==> src/rtl/id_ex_stage_reg_pkg.sv <==
// Shared definitions for the ID/EX stage: control-word packing and ALUOp encodings.
package id_ex_stage_reg_pkg;

    // Width of the packed control word {RegWrite,MemRead,MemWrite,MemToReg,ALUSrc,RegDst,ALUOp[1:0],Branch}
    localparam int CTRL_W = 9;

    // Bit positions inside the control word
    typedef enum int unsigned {
        CTRL_BRANCH   = 0,
        CTRL_ALUOP_LO = 1,
        CTRL_ALUOP_HI = 2,
        CTRL_REGDST   = 3,
        CTRL_ALUSRC   = 4,
        CTRL_MEMTOREG = 5,
        CTRL_MEMWRITE = 6,
        CTRL_MEMREAD  = 7,
        CTRL_REGWRITE = 8
    } ctrl_bit_e;

    // ALUOp field encodings handed to the ALU control decoder in EX
    typedef enum logic [1:0] {
        ALUOP_ADD   = 2'b00,
        ALUOP_SUB   = 2'b01,
        ALUOP_RTYPE = 2'b10
    } alu_op_e;

    // True when the control word describes a memory load
    function automatic logic ctrl_is_load(input logic [CTRL_W-1:0] ctrl);
        return ctrl[CTRL_MEMREAD];
    endfunction

endpackage

==> src/rtl/id_ex_stage_reg_load_use_detect.sv <==
// Load-use hazard compare: a load in EX whose destination (rt) is read by the instruction in ID.
module load_use_detect #(
    parameter int REG_ADDR_W = 5
) (
    input  logic                  ex_valid_i,
    input  logic                  ex_mem_read_i,
    input  logic [REG_ADDR_W-1:0] ex_rt_i,
    input  logic                  id_valid_i,
    input  logic [REG_ADDR_W-1:0] id_rs_i,
    input  logic [REG_ADDR_W-1:0] id_rt_i,
    input  logic                  id_uses_rs_i,
    input  logic                  id_uses_rt_i,
    output logic                  hazard_o
);

    logic rs_match;
    logic rt_match;

    // Register $0 is never a real producer, so a load to $0 cannot create a hazard
    always_comb begin
        rs_match = id_uses_rs_i && (id_rs_i == ex_rt_i);
        rt_match = id_uses_rt_i && (id_rt_i == ex_rt_i);
        hazard_o = ex_valid_i && ex_mem_read_i && id_valid_i && (ex_rt_i != '0)
                   && (rs_match || rt_match);
    end

endmodule

==> src/rtl/id_ex_stage_reg.sv <==
// ID/EX pipeline register with load-use stall generation and a saturating stall counter.
module id_ex_stage_reg
    import id_ex_stage_reg_pkg::*;
#(
    parameter int DATA_W     = 32,
    parameter int REG_ADDR_W = 5,
    parameter int CNT_W      = 16
) (
    input  logic                  clk,
    input  logic                  rst,
    input  logic                  IfIdValid,
    input  logic [REG_ADDR_W-1:0] IfIdRegRs,
    input  logic [REG_ADDR_W-1:0] IfIdRegRt,
    input  logic [REG_ADDR_W-1:0] IfIdRegRd,
    input  logic                  IfIdUsesRs,
    input  logic                  IfIdUsesRt,
    input  logic [DATA_W-1:0]     IdReadData1,
    input  logic [DATA_W-1:0]     IdReadData2,
    input  logic [DATA_W-1:0]     IdSignExtImm,
    input  logic [CTRL_W-1:0]     IdCtrl,
    input  logic                  Flush,
    output logic                  IdExValid,
    output logic [REG_ADDR_W-1:0] IdExRegRs,
    output logic [REG_ADDR_W-1:0] IdExRegRt,
    output logic [REG_ADDR_W-1:0] IdExRegRd,
    output logic [DATA_W-1:0]     IdExData1,
    output logic [DATA_W-1:0]     IdExData2,
    output logic [DATA_W-1:0]     IdExImm,
    output logic [CTRL_W-1:0]     IdExCtrl,
    output logic                  Stall,
    output logic [CNT_W-1:0]      StallCount
);

    logic                  valid_q,  valid_d;
    logic [REG_ADDR_W-1:0] rs_q,     rs_d;
    logic [REG_ADDR_W-1:0] rt_q,     rt_d;
    logic [REG_ADDR_W-1:0] rd_q,     rd_d;
    logic [DATA_W-1:0]     data1_q,  data1_d;
    logic [DATA_W-1:0]     data2_q,  data2_d;
    logic [DATA_W-1:0]     imm_q,    imm_d;
    logic [CTRL_W-1:0]     ctrl_q,   ctrl_d;
    logic [CNT_W-1:0]      cnt_q,    cnt_d;
    logic                  hazard;
    logic                  bubble;

    load_use_detect #(
        .REG_ADDR_W (REG_ADDR_W)
    ) u_load_use_detect (
        .ex_valid_i    (valid_q),
        .ex_mem_read_i (ctrl_is_load(ctrl_q)),
        .ex_rt_i       (rt_q),
        .id_valid_i    (IfIdValid),
        .id_rs_i       (IfIdRegRs),
        .id_rt_i       (IfIdRegRt),
        .id_uses_rs_i  (IfIdUsesRs),
        .id_uses_rt_i  (IfIdUsesRt),
        .hazard_o      (hazard)
    );

    // A redirect discards the dependent instruction, so it suppresses the stall
    assign Stall  = hazard && !Flush;
    assign bubble = Flush || hazard || !IfIdValid;

    // Next-state: zeroed bubble by default, ID fields only when the slot is real; counter saturates
    always_comb begin
        valid_d = 1'b0;
        rs_d    = '0;
        rt_d    = '0;
        rd_d    = '0;
        data1_d = '0;
        data2_d = '0;
        imm_d   = '0;
        ctrl_d  = '0;
        if (!bubble) begin
            valid_d = 1'b1;
            rs_d    = IfIdRegRs;
            rt_d    = IfIdRegRt;
            rd_d    = IfIdRegRd;
            data1_d = IdReadData1;
            data2_d = IdReadData2;
            imm_d   = IdSignExtImm;
            ctrl_d  = IdCtrl;
        end
        cnt_d = cnt_q;
        if (Stall && (cnt_q != '1)) begin
            cnt_d = cnt_q + CNT_W'(1);
        end
    end

    // Pipeline register and stall counter with synchronous reset
    always_ff @(posedge clk) begin
        if (rst) begin
            valid_q <= 1'b0;
            rs_q    <= '0;
            rt_q    <= '0;
            rd_q    <= '0;
            data1_q <= '0;
            data2_q <= '0;
            imm_q   <= '0;
            ctrl_q  <= '0;
            cnt_q   <= '0;
        end else begin
            valid_q <= valid_d;
            rs_q    <= rs_d;
            rt_q    <= rt_d;
            rd_q    <= rd_d;
            data1_q <= data1_d;
            data2_q <= data2_d;
            imm_q   <= imm_d;
            ctrl_q  <= ctrl_d;
            cnt_q   <= cnt_d;
        end
    end

    assign IdExValid  = valid_q;
    assign IdExRegRs  = rs_q;
    assign IdExRegRt  = rt_q;
    assign IdExRegRd  = rd_q;
    assign IdExData1  = data1_q;
    assign IdExData2  = data2_q;
    assign IdExImm    = imm_q;
    assign IdExCtrl   = ctrl_q;
    assign StallCount = cnt_q;

endmodule

==> config.mk <==
export PLATFORM = sky130hd
export DESIGN_NAME = id_ex_stage_reg
export DESIGN_NICKNAME = d
export VERILOG_FILES = /design/src/rtl/id_ex_stage_reg_pkg.sv /design/src/rtl/id_ex_stage_reg_load_use_detect.sv /design/src/rtl/id_ex_stage_reg.sv
export SDC_FILE = /design/constraint.sdc
export NUM_CORES = 1
export LEC_CHECK = 0
export ABC_CLOCK_PERIOD_IN_PS = 2300
export CORE_UTILIZATION = 37
export DETAILED_ROUTE_END_ITERATION = 10
export GPL_TIMING_DRIVEN = 0
export PLACE_DENSITY = 0.89
export SLEW_MARGIN = 20
export SYNTH_ARGS = -nofsm -noshare
export SYNTH_HDL_FRONTEND = slang
export SYNTH_SLANG_ARGS = --single-unit
==> constraint.sdc <==
create_clock -name clk -period 2.3 [get_ports clk]
set_input_delay 0.575 -clock clk [delete_from_list [all_inputs] [get_ports clk]]
set_output_delay 0.575 -clock clk [all_outputs]
set_load 0.1 [all_outputs]
==> results by group, run 1 <==
Clocking
  – CTS Hold Bufs: 0
  – H-tree levels: 4
  – Max Root-Sink Buffers: 2
  – Cts bufs inserted: 17
  – Clock Sinks: 137
  – Clock Pin Slew Worst Setup and Hold Paths: 0.06 ns
  – Root Driver: clkbuf_16
  – CTS tree: built
  – Later-pin clock latency in the skew report: 0.42 ns

Status
  – Outcome: complete, but fails checks
  – Failing checks: negative setup slack

Finish
  – Nets: 805
  – Fin area: 0.007810 mm2
  – Synth-to-Final Area Change: 81.14%
  – Share of post-route cells with drive strength above 1: 17.37%
  – N_diodes: 0

Placed design
  – PortBufs: 262
  – Hpwl dp: 10280 um
  – Post-DP Area: 0.007191 mm2
  – RD Place Congestion: 0.8131

Critical path
  – WP data required: 1.73 ns
  – Crit start category: input pin
  – CP max FO: 6
  – Kind of critical path: input pin to output pin
  – CP arrival: 1.97 ns
  – Crit. End Element: output pin

Synthesis
  – Synth top area cells: dfxtp_1, and2_1, xnor2_1, or4_1, o31ai_1
  – Post-synth EDFFs: 0
  – Syn Nets: 512
  – Netlist Area Pre-Place: 0.004312 mm2
  – Main synth FF type: dfxtp_1
  – Sequential fraction of the synthesis area: 63.61%
  – Synth top area share: 63.61%
  – Most frequent cell after synthesis: dfxtp_1
  – Synth Register Bits: 137
  – List of most frequent post-synthesis cells: dfxtp_1, and2_1, a21oi_1
  – Ys async rst share: 0%
  – Library cells used by synthesis: 40
  – Synthesized instance count: 385
  – Syn_area_per_cell: 11.20 um2
  – Cell accounting for the most synthesized area: dfxtp_1
  – Yosys warning total: 0

Route
  – Routed wire length: 14540 um
  – Routed vias: 3984
  – # DRC: 0
  – ANT nets after route: 0
  – First-pass DRT Iterations: 5
  – Via density per instance: 4.777
  – 1st-iter DRT viols: 257
  – Post-DR wirelength/cell: 17.44 um

Floorplanning
  – Die ar.: 0.01209 mm2
  – Core Region: 0.01137 mm2
  – Die width: 110.0 um
  – I/O Pins: 264
  – Rows: 39
  – Die Y: 110.0 um
  – Starting Density: 37.92%

Pwr
  – Lkg Pwr: 3.661 nW
  – Sequential power share: 41.0%
  – Clk pwr share: 45.2%
  – Switching pwr: 0.001619 W
  – Net Sw Frac: 27.16%
  – Peak VDD IR: 0.7024 mV
  – Power share of the combinational group: 13.9%
  – Internal power: 0.004343 W
  – PD cells: 763.5 mW/mm2

STA
  – Fin. max-slew vios: 0
  – Period utilization: 110.8%
  – Final setup violation count: 2
  – RSZ-0062 raised after global routing: yes
  – Hold Vio Cnt, Final: 0
  – Actual slew at the worst max-slew pin: 1.044 ns
  – Setup TNS: -0.2704 ns
  – Final setup margin: -0.2484 ns
  – Fin crit period: 2.548 ns
  – Relative slew margins: 30.67%
  – Clk_skew: 0.007629 ns
  – Max frequency: 392.4 MHz
  – Final hold slack: 0.4080 ns

Hold path
  – Hold crit path type: input pin to register

Global route
  – First-pass GRT wire length: 20210 um
  – Vias in the first global route: 3949
  – Grt total ovfl: 0
  – Initial antenna violation count: 0
  – Total GRT Usage: 23.17%
  – Pin count of the biggest net entering global routing: 17

Run
  – Max-cap violation count: 0
layout make-up:
| type | count | area, um2 |
|---|---|---|
| sequential | 137 | 2785 |
| clock buffer | 19 | 442.9 |
| multi-input combinational | 224 | 1603 |
| timing repair buffer | 275 | 2526 |
| clock inverter | 13 | 141.4 |
| fill | 828 | 3560 |
| buffer | 20 | 121.4 |
| inverter | 3 | 11.26 |
| tap | 143 | 178.9 |
layout by cell type (no fill, tap or decap), types with 7 or more instances in the layout:
cell type	n
dfxtp_1	117
clkbuf_16	17
and2_1	122
or4_1	7
buf_4	15
dfxtp_4	7
dlygate4sd2_1	135
a21oi_1	9
clkbuf_2	17
clkdlybuf4s50_1	113
dfxtp_2	13
path summary, 6_finish.rpt:
path	start	to	slack, ns	cells after the start
worst max register to register	StallCount[0]	StallCount[10]	0.03	8
worst max-delay path	IfIdRegRs[2]	Stall	-0.25	7
worst min register to register	StallCount[8]	StallCount[8]	0.50	2
worst min-delay path	IfIdRegRs[3]	IdExRegRs[3]	0.41	2
power by group through the flow:
stage | Combinational [W] | Sequential (W) | Clock (W)
finish | 0.000828 | 0.00244 | 0.00269
global route | 0.000859 | 0.00245 | 0.00285
CTS | 0.000813 | 0.00244 | 0.00273
detailed placement | 0.000845 | 0.00250 | 0
global placement | 0.000835 | 0.00249 | 0
floorplan | 0.0000841 | 0.00290 | 0
metrics by stage:
stage	utilization [%]	instances	power (W)	setup slack (ns)
3_5_place_dp	63.24	790	0.003341	-1.642
5_1_grt	68.69	834	0.006155	-0.3007
4_1_cts	67.32	827	0.005987	-0.2233
2_1_floorplan	-	385	0.002987	-0.4597
3_3_place_gp	63.24	790	0.003328	-1.625
6_report	68.69	834	0.005963	-0.2484
cell families after synthesis:
group	Yosys count	synth area share [%]
compound gates	36	5.543
xor+xnor	10	2.031
fa+ha+maj	1	0.2901
buf+inv	24	2.873
flops	137	63.61
simple gates	177	25.65
repair_timing:
item                                    in CTS  in global routing
hold endpoints to repair                     0                  0
pin swaps                                    6                 16
buffers inserted                             6                  7
gates resized for setup                    163                 45
endpoints found under the setup margin     228                128
layer usage:
layer	vias to the layer above	GRT usage [%]	routed length [um]
met5	-	0	0
met4	0	10.76	367
met3	34	9.899	1610
met2	234	42.99	7760
met1	1843	21.78	4803
li1	1873	-	-
critical path, cell delays in order:
cell and delay [ns]:
clkdlybuf4s15_1 0.21, xnor2_1 0.19, nand4_1 0.19, o22a_4 0.26
buf_8 0.14, nor3_4 0.19, buf_12 0.20
flip-flops by register name, indices dropped and copies added (netlist names):
| register | flops |
|---|---|
| IdExCtrl | 9 |
| IdExData1 | 32 |
| IdExData2 | 32 |
| IdExImm | 32 |
| IdExRegRd | 5 |
| IdExRegRs | 5 |
| IdExRegRt | 5 |
| IdExValid | 1 |
| StallCount | 16 |
(Power assumes the default switching activity.)
==> run 2, diff against run 1 <==
CELL_PAD_IN_SITES_DETAIL_PLACEMENT = 2   (was default)
CELL_PAD_IN_SITES_GLOBAL_PLACEMENT = 2   (was default)
CORE_UTILIZATION = 21   (was 37)
==> results by group, run 2 (synthesis results as in run 1) <==
STA
  – Final setup margin: -0.2053 ns (was -0.2484 ns)
  – Hold Vio Cnt, Final: 0 (unchanged)
  – Relative slew margins: 31.15% (was 30.67%)
  – Final setup violation count: 1 (was 2)
  – RSZ-0062 raised after global routing: yes (unchanged)
  – Fin crit period: 2.505 ns (was 2.548 ns)
  – Fin. max-slew vios: 0 (unchanged)
  – Period utilization: 108.9% (was 110.8%)
  – Actual slew at the worst max-slew pin: 1.037 ns (was 1.044 ns)
  – Setup TNS: -0.2053 ns (was -0.2704 ns)
  – Max frequency: 399.2 MHz (was 392.4 MHz)
  – Clk_skew: 0.01076 ns (was 0.007629 ns)

Finish
  – FF+latch area: 0.002785 mm2 (unchanged)
  – Share of post-route cells with drive strength above 1: 16.13% (was 17.37%)
  – Nets: 802 (was 805)
  – Area occupied by multi-input gates: 0.001583 mm2 (was 0.001603 mm2)
  – Commonest cells after routing, fill and taps aside: dlygate4sd2_1, and2_1, dfxtp_1 (unchanged)
  – Filler instances: 2167 (was 828)
  – Synth-to-Final Area Change: 84.74% (was 81.14%)
  – Most common cell after layout, fill and taps aside: dlygate4sd2_1 (unchanged)
  – Fin area: 0.007965 mm2 (was 0.007810 mm2)

Global route
  – Grt total ovfl: 0 (unchanged)
  – Vias in the first global route: 4554 (was 3949)
  – First-pass GRT wire length: 26410 um (was 20210 um)
  – Pin count of the biggest net entering global routing: 17 (unchanged)
  – Total GRT Usage: 16.72% (was 23.17%)
  – Initial antenna violation count: 1 (was 0)

Hold path
  – Hold_sp: IfIdRegRt[1] (was IfIdRegRs[3])
  – Worst Hold End: IdExRegRt[1] (was IdExRegRs[3])
  – Hold Path Depth: 2 (unchanged)
  – Hold crit path type: input pin to register (unchanged)

Placed design
  – Hpwl dp: 13500 um (was 10280 um)
  – RD Place Congestion: 0.8058 (was 0.8131)
  – PortBufs: 262 (unchanged)
  – Post-DP Area: 0.007350 mm2 (was 0.007191 mm2)

Critical path
  – CP arrival: 1.93 ns (was 1.97 ns)
  – WP data required: 1.73 ns (about the same)
  – Register-to-Register Setup Slack: 0.01 ns (was 0.03 ns)
  – Slowest cell on the critical path: o22a_4 (unchanged)
  – R2R Path Start: StallCount[0] (unchanged)
  – CP max FO: 5 (was 6)
  – CP Cell Sequence: clkdlybuf4s15_1 -> xnor2_1 -> nand4_1 -> o22a_4 -> buf_8 -> nor3_4 -> buf_12 (unchanged)
  – Crit. End Element: output pin (unchanged)
  – Kind of critical path: input pin to output pin (unchanged)
  – Worst Setup SP: IfIdRegRs[2] (unchanged)
  – R2R cell count: 7 (was 8)
  – Crit path max-delay family: buffers and inverters (unchanged)
  – Crit path buffers/inverters: 3 (unchanged)
  – Critical Path Max Stage Delay: 0.27 ns (was 0.26 ns)
  – Crit start category: input pin (unchanged)
  – Worst R2R End: StallCount[9] (was StallCount[10])

Route
  – First-pass DRT Iterations: 4 (was 5)
  – Routed wire length: 17260 um (was 14540 um)
  – 1st-iter DRT viols: 92 (was 257)
  – Via density per instance: 4.126 (was 4.777)
  – Post-DR wirelength/cell: 18.00 um (was 17.44 um)
  – ANT nets after route: 0 (unchanged)
  – Routed vias: 3957 (was 3984)
  – # DRC: 0 (unchanged)

Clocking
  – CTS tree: built (unchanged)
  – Cts bufs inserted: 17 (unchanged)
  – H-tree levels: 4 (unchanged)
  – CTS Hold Bufs: 0 (unchanged)
  – Later-pin clock latency in the skew report: 0.42 ns (about the same)
  – Max Root-Sink Buffers: 2 (unchanged)
  – Clock Pin Slew Worst Setup and Hold Paths: 0.06 ns (about the same)
  – Root Driver: clkbuf_16 (unchanged)
  – Clock Sinks: 137 (unchanged)

Pwr
  – Lkg Pwr: 3.638 nW (was 3.661 nW)
  – Peak VDD IR: 0.4649 mV (was 0.7024 mV)
  – PD cells: 766.9 mW/mm2 (was 763.5 mW/mm2)
  – Design Power: 0.006108 W (was 0.005963 W)

Floorplanning
  – I/O Pins: 264 (unchanged)
  – Die Y: 145.3 um (was 110.0 um)
  – Rows: 52 (was 39)
  – Die ar.: 0.02111 mm2 (was 0.01209 mm2)
  – Die width: 145.3 um (was 110.0 um)
  – Starting Density: 21.38% (was 37.92%)
  – Core Region: 0.02017 mm2 (was 0.01137 mm2)

Status
  – Outcome: complete, but fails checks (unchanged)
  – Failing checks: negative setup slack (unchanged)

Run
  – Max-cap violation count: 0 (unchanged)
==> run 2: per-layer routing <==
metal  vias up  part of all wire, %  GRT usage [%]
met5         -                    0              0
met4         0                  1.6          6.211
met3        19                  8.5          6.667
met2       169                   55          31.25
met1      1908                   35          16.43
li1       1861                    -              -
==> run 2: worst max path at each step <==
| stage | endpoint | slack, ns | depth (start not counted) |
|---|---|---|---|
| finish | Stall | -0.21 | 7 |
| global route | Stall | -0.28 | 6 |
| CTS | Stall | -0.25 | 4 |
| detailed placement | Stall | -1.76 | 8 |
| global placement | Stall | -1.73 | 8 |
| floorplan | Stall | -0.46 | 6 |
==> run 2: worst register-to-register path, cell delays in order, from the launching register on <==
cell and delay (ns):
dfxtp_4 0.36, ha_4 0.19, and4_1 0.20, and4_4 0.20, or3_4 0.42, buf_6 0.16, or4_1 0.49, a21oi_1 0.18
==> run 2: final cells by class <==
class,instances,area share (%)
flip-flops and latches,137,34.97
repair buffers,272,31.50
multi-input cells,224,19.87
clock buffers,19,5.686
well taps,270,4.241
clock inverters,13,1.948
plain buffers,20,1.618
inverters,3,0.1414
diodes,1,0.03142
==> run 2: stage by stage <==
step           util [%]  hold WS [ns]  setup WS (ns)  cells
2_1_floorplan         -        0.6388        -0.4597    385
3_3_place_gp      36.44        0.4668         -1.733    917
3_5_place_dp      36.44        0.4741         -1.757    917
4_1_cts           38.98        0.4820        -0.2473    953
5_1_grt           39.48        0.3962        -0.2792    958
6_report          39.49        0.3974        -0.2053    959
==> run 2: report_power, final <==
part,internal (W),switching [W],total [W]
clock network,0.00169,0.00115,0.00284
logic,0.000284,0.000545,0.000829
registers,0.00242,0.0000191,0.00244
total,0.00440,0.00171,0.00611
==> run 2: timing repair <==
| item | 4_1_cts | 5_1_grt |
|---|---|---|
| buffers inserted | 5 | 5 |
| gates resized for setup | 171 | 40 |
| setup endpoints to repair | 269 | 116 |
| pin swaps | 6 | 15 |
| gates cloned | 0 | 0 |
